[src/rtl/uart_boot_loader.sv]
// uart_boot_loader
// ----------------
// This block receives a framed program image on a UART RX line. It writes the
// image into instruction memory one word at a time through a synchronous write
// port. It releases the CPU only after the whole image has arrived with a good
// length and checksum.
//
// Frame: 0xA5, LEN_LO, LEN_HI, N*BYTES_PER_WORD payload bytes (LSB first), CHK
// CHK is the modulo-256 sum of all payload bytes.
//
// Ports:
//   clk        system clock
//   reset      asynchronous active-low reset (board button)
//   uart_rx    serial input, idle high, 8N1, LSB first
//   mem_we     one-cycle write strobe to instruction memory
//   mem_addr   write address (word index)
//   mem_wdata  assembled write word
//   cpu_enable high once a valid image has been loaded (until reset)
//   load_error sticky error flag (until reset)
//   led        active-low status LEDs
//   uart_tx    (LOADER_ECHO_EN only) sends ACK 0x06 on success, NAK 0x15 on error
//
// Optional feature macro: LOADER_ECHO_EN
module uart_boot_loader #(
    parameter int CLK_FREQ   = 27000000,
    parameter int BAUD       = 115200,
    parameter int WORD_WIDTH = 32,
    parameter int ADDR_WIDTH = 8,
    parameter int LED_WIDTH  = 6
) (
    input  logic                  clk,
    input  logic                  reset,
    input  logic                  uart_rx,
    output logic                  mem_we,
    output logic [ADDR_WIDTH-1:0] mem_addr,
    output logic [WORD_WIDTH-1:0] mem_wdata,
    output logic                  cpu_enable,
    output logic                  load_error,
    output logic [LED_WIDTH-1:0]  led
`ifdef LOADER_ECHO_EN
    ,
    output logic                  uart_tx
`endif
);

    localparam int CLKS_PER_BIT   = CLK_FREQ / BAUD;
    localparam int BYTES_PER_WORD = WORD_WIDTH / 8;
    localparam int CNT_W          = $clog2(CLKS_PER_BIT + 1);
    localparam int BIDX_W         = (BYTES_PER_WORD > 1) ? $clog2(BYTES_PER_WORD) : 1;

    localparam logic [CNT_W-1:0]  BIT_LAST  = CNT_W'(CLKS_PER_BIT - 1);
    localparam logic [CNT_W-1:0]  HALF_LAST = CNT_W'(CLKS_PER_BIT / 2 - 1);
    localparam logic [BIDX_W-1:0] BYTE_LAST = BIDX_W'(BYTES_PER_WORD - 1);
    localparam logic [16:0]       MAX_WORDS = 17'(2 ** ADDR_WIDTH);

    localparam logic [1:0] RX_IDLE  = 2'd0;
    localparam logic [1:0] RX_START = 2'd1;
    localparam logic [1:0] RX_DATA  = 2'd2;
    localparam logic [1:0] RX_STOP  = 2'd3;

    localparam logic [2:0] ST_WAIT_SYNC = 3'd0;
    localparam logic [2:0] ST_LEN_LO    = 3'd1;
    localparam logic [2:0] ST_LEN_HI    = 3'd2;
    localparam logic [2:0] ST_DATA      = 3'd3;
    localparam logic [2:0] ST_CHECK     = 3'd4;
    localparam logic [2:0] ST_DONE      = 3'd5;
    localparam logic [2:0] ST_ERR       = 3'd6;

    // ---------------- RX front end ----------------
    logic             rx_s1_q, rx_s2_q, rx_prev_q;
    logic [1:0]       rx_st_q, rx_st_d;
    logic [CNT_W-1:0] rx_cnt_q, rx_cnt_d;
    logic [2:0]       rx_bit_q, rx_bit_d;
    logic [7:0]       rx_shift_q, rx_shift_d;
    logic             rx_valid_q, rx_valid_d;
    logic [7:0]       rx_byte_q, rx_byte_d;
    logic             rx_ferr_q, rx_ferr_d;

    // Two-flop synchronizer plus one delay stage for falling-edge detection
    always_ff @(posedge clk or negedge reset) begin
        if (!reset) begin
            rx_s1_q   <= 1'b1;
            rx_s2_q   <= 1'b1;
            rx_prev_q <= 1'b1;
        end else begin
            rx_s1_q   <= uart_rx;
            rx_s2_q   <= rx_s1_q;
            rx_prev_q <= rx_s2_q;
        end
    end

    // Bit-timing receiver: start-bit recheck at half bit, then mid-bit samples
    always_comb begin
        rx_st_d    = rx_st_q;
        rx_cnt_d   = rx_cnt_q;
        rx_bit_d   = rx_bit_q;
        rx_shift_d = rx_shift_q;
        rx_valid_d = 1'b0;
        rx_byte_d  = rx_byte_q;
        rx_ferr_d  = rx_ferr_q;
        case (rx_st_q)
            RX_IDLE: begin
                rx_cnt_d = {CNT_W{1'b0}};
                rx_bit_d = 3'd0;
                if (rx_prev_q && !rx_s2_q) begin
                    rx_st_d = RX_START;
                end else begin
                    rx_st_d = RX_IDLE;
                end
            end
            RX_START: begin
                if (rx_cnt_q == HALF_LAST) begin
                    rx_cnt_d = {CNT_W{1'b0}};
                    // A line that is high again at mid start bit was a glitch
                    if (rx_s2_q) begin
                        rx_st_d = RX_IDLE;
                    end else begin
                        rx_st_d = RX_DATA;
                    end
                end else begin
                    rx_cnt_d = rx_cnt_q + CNT_W'(1);
                end
            end
            RX_DATA: begin
                if (rx_cnt_q == BIT_LAST) begin
                    rx_cnt_d   = {CNT_W{1'b0}};
                    rx_shift_d = {rx_s2_q, rx_shift_q[7:1]};
                    rx_bit_d   = rx_bit_q + 3'd1;
                    if (rx_bit_q == 3'd7) begin
                        rx_st_d = RX_STOP;
                    end else begin
                        rx_st_d = RX_DATA;
                    end
                end else begin
                    rx_cnt_d = rx_cnt_q + CNT_W'(1);
                end
            end
            RX_STOP: begin
                if (rx_cnt_q == BIT_LAST) begin
                    rx_cnt_d   = {CNT_W{1'b0}};
                    rx_valid_d = 1'b1;
                    rx_byte_d  = rx_shift_q;
                    rx_ferr_d  = !rx_s2_q;
                    rx_st_d    = RX_IDLE;
                end else begin
                    rx_cnt_d = rx_cnt_q + CNT_W'(1);
                end
            end
            default: begin
                rx_st_d = RX_IDLE;
            end
        endcase
    end

    // Receiver state registers
    always_ff @(posedge clk or negedge reset) begin
        if (!reset) begin
            rx_st_q    <= RX_IDLE;
            rx_cnt_q   <= {CNT_W{1'b0}};
            rx_bit_q   <= 3'd0;
            rx_shift_q <= 8'h00;
            rx_valid_q <= 1'b0;
            rx_byte_q  <= 8'h00;
            rx_ferr_q  <= 1'b0;
        end else begin
            rx_st_q    <= rx_st_d;
            rx_cnt_q   <= rx_cnt_d;
            rx_bit_q   <= rx_bit_d;
            rx_shift_q <= rx_shift_d;
            rx_valid_q <= rx_valid_d;
            rx_byte_q  <= rx_byte_d;
            rx_ferr_q  <= rx_ferr_d;
        end
    end

    // ---------------- Frame FSM ----------------
    logic [2:0]            state_q, state_d;
    logic [15:0]           len_q, len_d;
    logic [15:0]           len_n_s;
    logic [7:0]            sum_q, sum_d;
    logic [WORD_WIDTH-1:0] asm_q, asm_d;
    logic [BIDX_W-1:0]     byte_idx_q, byte_idx_d;
    logic [ADDR_WIDTH-1:0] addr_q, addr_d;
    logic [16:0]           words_q, words_d;
    logic                  last_q, last_d;
    logic                  mem_we_q, mem_we_d;
    logic [ADDR_WIDTH-1:0] mem_addr_q, mem_addr_d;
    logic [WORD_WIDTH-1:0] mem_wdata_q, mem_wdata_d;
    logic                  cpu_enable_q, cpu_enable_d;
    logic                  load_error_q, load_error_d;
    logic [LED_WIDTH-1:0]  led_q, led_d;

    // Frame parser, word assembler, checksum and next-cycle output values
    always_comb begin
        state_d     = state_q;
        len_d       = len_q;
        len_n_s     = {rx_byte_q, len_q[7:0]};
        sum_d       = sum_q;
        asm_d       = asm_q;
        byte_idx_d  = byte_idx_q;
        addr_d      = addr_q;
        words_d     = words_q;
        last_d      = last_q;
        mem_we_d    = 1'b0;
        mem_addr_d  = mem_addr_q;
        mem_wdata_d = mem_wdata_q;
        case (state_q)
            ST_WAIT_SYNC: begin
                if (rx_valid_q && !rx_ferr_q && (rx_byte_q == 8'hA5)) begin
                    state_d    = ST_LEN_LO;
                    sum_d      = 8'h00;
                    byte_idx_d = {BIDX_W{1'b0}};
                    addr_d     = {ADDR_WIDTH{1'b0}};
                    words_d    = 17'd0;
                    last_d     = 1'b0;
                end else begin
                    state_d = ST_WAIT_SYNC;
                end
            end
            ST_LEN_LO: begin
                if (rx_valid_q) begin
                    if (rx_ferr_q) begin
                        state_d = ST_ERR;
                    end else begin
                        len_d[7:0] = rx_byte_q;
                        state_d    = ST_LEN_HI;
                    end
                end else begin
                    state_d = ST_LEN_LO;
                end
            end
            ST_LEN_HI: begin
                if (rx_valid_q) begin
                    len_d = len_n_s;
                    if (rx_ferr_q || ({1'b0, len_n_s} > MAX_WORDS)) begin
                        state_d = ST_ERR;
                    end else if (len_n_s == 16'd0) begin
                        state_d = ST_CHECK;
                    end else begin
                        state_d = ST_DATA;
                    end
                end else begin
                    state_d = ST_LEN_HI;
                end
            end
            ST_DATA: begin
                // Leave DATA only once the final write strobe has been issued
                if (mem_we_q && last_q) begin
                    state_d = ST_CHECK;
                end else if (rx_valid_q) begin
                    if (rx_ferr_q) begin
                        state_d = ST_ERR;
                    end else begin
                        sum_d = sum_q + rx_byte_q;
                        asm_d[{byte_idx_q, 3'b000} +: 8] = rx_byte_q;
                        if (byte_idx_q == BYTE_LAST) begin
                            byte_idx_d  = {BIDX_W{1'b0}};
                            mem_we_d    = 1'b1;
                            mem_addr_d  = addr_q;
                            mem_wdata_d = asm_d;
                            // Address wraps to 0 after a full 2^ADDR_WIDTH image
                            addr_d      = addr_q + ADDR_WIDTH'(1);
                            words_d     = words_q + 17'd1;
                            last_d      = ((words_q + 17'd1) == {1'b0, len_q});
                        end else begin
                            byte_idx_d = byte_idx_q + BIDX_W'(1);
                        end
                    end
                end else begin
                    state_d = ST_DATA;
                end
            end
            ST_CHECK: begin
                if (rx_valid_q) begin
                    if (!rx_ferr_q && (rx_byte_q == sum_q)) begin
                        state_d = ST_DONE;
                    end else begin
                        state_d = ST_ERR;
                    end
                end else begin
                    state_d = ST_CHECK;
                end
            end
            ST_DONE: begin
                state_d = ST_DONE;
            end
            ST_ERR: begin
                state_d = ST_ERR;
            end
            default: begin
                state_d = ST_ERR;
            end
        endcase

        cpu_enable_d = (state_d == ST_DONE);
        load_error_d = (state_d == ST_ERR);
        case (state_d)
            ST_DONE: led_d = {{(LED_WIDTH-1){1'b1}}, 1'b0};
            ST_ERR:  led_d = {LED_WIDTH{1'b0}};
            default: led_d = ~words_d[LED_WIDTH-1:0];
        endcase
    end

    // Frame FSM and registered outputs
    always_ff @(posedge clk or negedge reset) begin
        if (!reset) begin
            state_q      <= ST_WAIT_SYNC;
            len_q        <= 16'd0;
            sum_q        <= 8'h00;
            asm_q        <= {WORD_WIDTH{1'b0}};
            byte_idx_q   <= {BIDX_W{1'b0}};
            addr_q       <= {ADDR_WIDTH{1'b0}};
            words_q      <= 17'd0;
            last_q       <= 1'b0;
            mem_we_q     <= 1'b0;
            mem_addr_q   <= {ADDR_WIDTH{1'b0}};
            mem_wdata_q  <= {WORD_WIDTH{1'b0}};
            cpu_enable_q <= 1'b0;
            load_error_q <= 1'b0;
            led_q        <= {LED_WIDTH{1'b1}};
        end else begin
            state_q      <= state_d;
            len_q        <= len_d;
            sum_q        <= sum_d;
            asm_q        <= asm_d;
            byte_idx_q   <= byte_idx_d;
            addr_q       <= addr_d;
            words_q      <= words_d;
            last_q       <= last_d;
            mem_we_q     <= mem_we_d;
            mem_addr_q   <= mem_addr_d;
            mem_wdata_q  <= mem_wdata_d;
            cpu_enable_q <= cpu_enable_d;
            load_error_q <= load_error_d;
            led_q        <= led_d;
        end
    end

    assign mem_we     = mem_we_q;
    assign mem_addr   = mem_addr_q;
    assign mem_wdata  = mem_wdata_q;
    assign cpu_enable = cpu_enable_q;
    assign load_error = load_error_q;
    assign led        = led_q;

`ifdef LOADER_ECHO_EN
    // ---------------- ACK/NAK transmitter ----------------
    logic             tx_go_q, tx_go_d;
    logic             tx_ack_q, tx_ack_d;
    logic             tx_busy_q, tx_busy_d;
    logic [8:0]       tx_shift_q, tx_shift_d;
    logic [3:0]       tx_left_q, tx_left_d;
    logic [CNT_W-1:0] tx_cnt_q, tx_cnt_d;
    logic             uart_tx_q, uart_tx_d;

    // One byte per load: DONE and ERR are terminal, so each is entered once
    always_comb begin
        tx_go_d    = 1'b0;
        tx_ack_d   = tx_ack_q;
        tx_busy_d  = tx_busy_q;
        tx_shift_d = tx_shift_q;
        tx_left_d  = tx_left_q;
        tx_cnt_d   = tx_cnt_q;
        uart_tx_d  = uart_tx_q;
        if (((state_d == ST_DONE) || (state_d == ST_ERR)) &&
            !((state_q == ST_DONE) || (state_q == ST_ERR))) begin
            tx_go_d  = 1'b1;
            tx_ack_d = (state_d == ST_DONE);
        end else begin
            tx_go_d = 1'b0;
        end
        if (tx_go_q) begin
            tx_busy_d  = 1'b1;
            tx_shift_d = {1'b1, (tx_ack_q ? 8'h06 : 8'h15)};
            tx_left_d  = 4'd9;
            tx_cnt_d   = {CNT_W{1'b0}};
            uart_tx_d  = 1'b0;
        end else if (tx_busy_q) begin
            if (tx_cnt_q == BIT_LAST) begin
                tx_cnt_d = {CNT_W{1'b0}};
                if (tx_left_q == 4'd0) begin
                    tx_busy_d = 1'b0;
                    uart_tx_d = 1'b1;
                end else begin
                    uart_tx_d  = tx_shift_q[0];
                    tx_shift_d = {1'b1, tx_shift_q[8:1]};
                    tx_left_d  = tx_left_q - 4'd1;
                end
            end else begin
                tx_cnt_d = tx_cnt_q + CNT_W'(1);
            end
        end else begin
            uart_tx_d = 1'b1;
        end
    end

    // Transmitter registers
    always_ff @(posedge clk or negedge reset) begin
        if (!reset) begin
            tx_go_q    <= 1'b0;
            tx_ack_q   <= 1'b0;
            tx_busy_q  <= 1'b0;
            tx_shift_q <= 9'h1FF;
            tx_left_q  <= 4'd0;
            tx_cnt_q   <= {CNT_W{1'b0}};
            uart_tx_q  <= 1'b1;
        end else begin
            tx_go_q    <= tx_go_d;
            tx_ack_q   <= tx_ack_d;
            tx_busy_q  <= tx_busy_d;
            tx_shift_q <= tx_shift_d;
            tx_left_q  <= tx_left_d;
            tx_cnt_q   <= tx_cnt_d;
            uart_tx_q  <= uart_tx_d;
        end
    end

    assign uart_tx = uart_tx_q;
`endif

endmodule
[config.mk]
export PLATFORM = sky130hd
export DESIGN_NAME = uart_boot_loader
export DESIGN_NICKNAME = d
export VERILOG_FILES = /design/src/rtl/uart_boot_loader.sv
export SDC_FILE = /design/constraint.sdc
export NUM_CORES = 1
export LEC_CHECK = 0
export BUFFER_PORTS_ARGS = -buffer_cell sky130_fd_sc_hd__buf_2
export CAP_MARGIN = 20
export CORE_MARGIN = 10
export CORE_UTILIZATION = 66
export DETAILED_ROUTE_END_ITERATION = 10
export PLACE_DENSITY = 0.92
export REMOVE_ABC_BUFFERS = 1
export SLEW_MARGIN = 30
export SYNTH_ARGS = -nofsm -noshare
export SYNTH_HDL_FRONTEND = slang
export SYNTH_SLANG_ARGS = --single-unit
[constraint.sdc]
create_clock -name clk -period 4.7 [get_ports clk]
set_input_delay 0.705 -clock clk [delete_from_list [all_inputs] [get_ports clk]]
set_output_delay 0.705 -clock clk [all_outputs]
set_load 0.02 [all_outputs]
==> run_results.csv <==
group,metric,value,unit
run_status,status,"finished clean",
floorplanning,rows,40,
sta,clock_skew,0.0127,ns
synthesis,synth_top_area_cell,"dfrtp_1",
worst_setup_path,worst-path-buf-inv,0,
power,p_leak,4.48,nW
worst_setup_path,r2r-end,"asm_q[6]$_DFFE_PN0P_",
synthesis,yosysSeqAreaShare,51.6,%
cts,cts.path.max_buffers,2,
sta,rsz0062_at_grt,"false",
synthesis,synth_area,8270,µm²
worst_setup_path,regToRegStartpoint,"rx_byte_q[1]$_DFFE_PN0P_",
synthesis,yosysTopAreaCellShare,48.7,%
floorplanning,die_height,132,µm
placement,dp_hpwl,12.5,mm
synthesis,syn_inst,785,
worst_setup_path,critPathKind,"reg2reg",
global_route,grt_pass1_vias,6578,
cts,clk_latency,0.43,ns
sta,hold_viol,0,
power,ir_drop,338,µV
detailed_routing,routed_via_density,6.48,
sta,whs,0.346,ns
global_route,grt_pass1_wl,32.2,mm
cts,cts_root_buf,"clkbuf_16",
cts,clock_sinks,170,
worst_setup_path,rrSetupSlack,2.10,ns
global_route,overflow,0,
synthesis,syn_avg_cell_area,10.5,µm²
synthesis,post-synth-top-count-cell,"dfrtp_1",
synthesis,synth_ff_type,"dfrtp_1",
synthesis,ys_ff_latch,170,
cts,clk_pin_slew_worst_paths,0.07,ns
floorplanning,fp.dieW,132,µm
worst_setup_path,crit_path_end_kind,"register",
detailed_routing,wl,19.4,mm
floorplanning,pin_count,52,
detailed_routing,drc,0,
cts,cts_tree,"built",
sta,maxSlewViolCount,0,
synthesis,synth_async_sr_flop_share,100,%
layout,drive_gt1_share,16.9,%
sta,final.min_clock_period,2.60,ns
worst_setup_path,critical_path.cell_chain,"nor4_2 -> and4_4 -> o22ai_4 -> nor2_8 -> and2_1 -> a22o_1",
sta,fmax,385,MHz
global_route,antenna_found_initial,0,
floorplanning,initial_core_util,68.0,%
detailed_routing,routedWlPerCell,19.7,µm
worst_setup_path,worstPathRequired,5.06,ns
floorplanning,die_area,17400,µm²
floorplanning,core_area,12200,µm²
worst_setup_path,start_kind,"register",
sta,setup_viol,0,
sta,tns,0,ns
global_route,grt_start_max_net_pins,89,
cts,cts_resized,0,
detailed_routing,drt_iter0_markers,718,
sta,worst_pin_slew,0.818,ns
placement,io_buffers,51,
synthesis,synth.distinct_cells,70,
synthesis,ys_warn_count,0,
synthesis,synth_area_leaders,"dfrtp_1 (49%), nor2_1 (4.6%), a22o_1 (4.4%), nand2_1 (3.9%), a221oi_1 (3.5%)",
worst_setup_path,cpLargestDelayFamily,"simple AND/OR/NAND/NOR gates",
worst_setup_path,slowest_stage,"dfrtp_1",
detailed_routing,firstDrtPassIters,8,
synthesis,synth_edf_count,0,
cts,cts_max_level,4,
cts,hold_buffers,0,
worst_setup_path,path_max_fanout,19,
sta,fin_crit_sh,55.3,%
synthesis,synthTopCellsByCount,"dfrtp_1 (161), nor2_1 (101), nand2_1 (87)",
placement,gp_congestion,0.896,
worst_setup_path,r2r_cells,6,
layout,nNetsFinal,829,
layout,area_growth,9.00,%
cts,post_cts_buffers,0,
sta,maxSlewHeadroom,45.0,%
power,power_density,324,nW/µm²
worst_setup_path,slowest_delay,0.60,ns
detailed_routing,vias,6387,
hold_path,hp-class,"in2async",
job,maxCapViolCount,0,
detailed_routing,drt.antenna.violating_nets,0,
cts,cts_buffers,17,
global_route,grt.total_usage,22.3,%
worst_setup_path,cp.arrival,2.96,ns
[cells in the final DEF, fill, tap and decap left out, types with 12 or more instances in the layout]
master,instances
clkbuf_16,17
a221oi_1,33
xor2_1,18
nand2_1,87
dfrtp_1,161
inv_1,12
xnor2_1,23
nand4_1,12
o21ai_1,27
nor2_1,101
ha_1,20
mux2_2,18
a21oi_1,14
a22o_1,42
nand3_1,21
buf_2,50
[cells by family after synthesis]
logic type / after synthesis / share of synthesized area (%)
fa+ha+maj: 21 / 3.27
buf+inv: 71 / 4.51
simple gates: 286 / 17.5
xor+xnor: 41 / 4.34
flops: 170 / 51.6
mux: 27 / 3.66
compound gates: 169 / 15.1
[stage by stage]
stage | cell area, µm² | utilization [%] | worst slack [ns] | cells | total power (W)
final | 9010 | 74.1 | 2.10 | 986 | 0.00292
after detailed placement | 8460 | 69.6 | 2.17 | 954 | 0.00164
after floorplan | 7960 | - | 1.89 | 731 | 0.00159
after CTS | 9010 | 74.1 | 2.12 | 985 | 0.00293
after global routing | 9010 | 74.1 | 1.92 | 985 | 0.00302
after global placement | 8460 | 69.6 | 2.30 | 954 | 0.00163
[final cells by class]
cell class              instances  area [µm²]
multi-input cells             544        3640
clock inverters                11        87.6
flip-flops and latches        170        4270
repair buffers                 55         292
well taps                     168         210
diodes                          1        2.50
clock buffers                  20         457
fillers                       775        3150
inverters                      17        63.8
[metal layers]
layer | track usage [%] | share of wire, %
met3 | 5.37 | 6.2
met2 | 38.4 | 51
met4 | 9.33 | 3.0
met5 | 0 | 0
met1 | 26.0 | 40
[worst max-delay path by stage]
| stage | from | to | slack [ns] | cells past startpoint |
|---|---|---|---|---|
| 2_1_floorplan | rx_ferr_q$_DFFE_PN0P_ | words_q[13]$_DFFE_PN0P_ | 1.89 | 6 |
| 3_3_place_gp | rx_byte_q[0]$_DFFE_PN0P_ | led[0]$_DFF_PN1_ | 2.30 | 7 |
| 3_5_place_dp | rx_byte_q[1]$_DFFE_PN0P_ | asm_q[24]$_DFFE_PN0P_ | 2.17 | 6 |
| 4_1_cts | byte_idx_q[0]$_DFFE_PN0P_ | asm_q[6]$_DFFE_PN0P_ | 2.12 | 5 |
| 5_1_grt | rx_byte_q[1]$_DFFE_PN0P_ | led[0]$_DFF_PN1_ | 1.92 | 7 |
| 6_report | rx_byte_q[1]$_DFFE_PN0P_ | asm_q[6]$_DFFE_PN0P_ | 2.10 | 6 |
[power by group]
part	internal, W	leakage, nW	switching [W]
Sequential	0.00149	2.33	0.0000317
Combinational	0.0000334	1.89	0.0000619
Clock	0.000710	0.262	0.000597
Total	0.00223	4.48	0.000691
[flip-flops by register name (all words and copies together) (netlist names), 8 cells and up, named ones only]
signal      count
mem_addr        8
rx_byte_q       8
words_q        17
sum_q           8
rx_cnt_q        8
mem_wdata      32
len_q          16
asm_q          32
addr_q          8
rx_shift_q      8
Note: power is estimated with default switching activity, not from simulation.
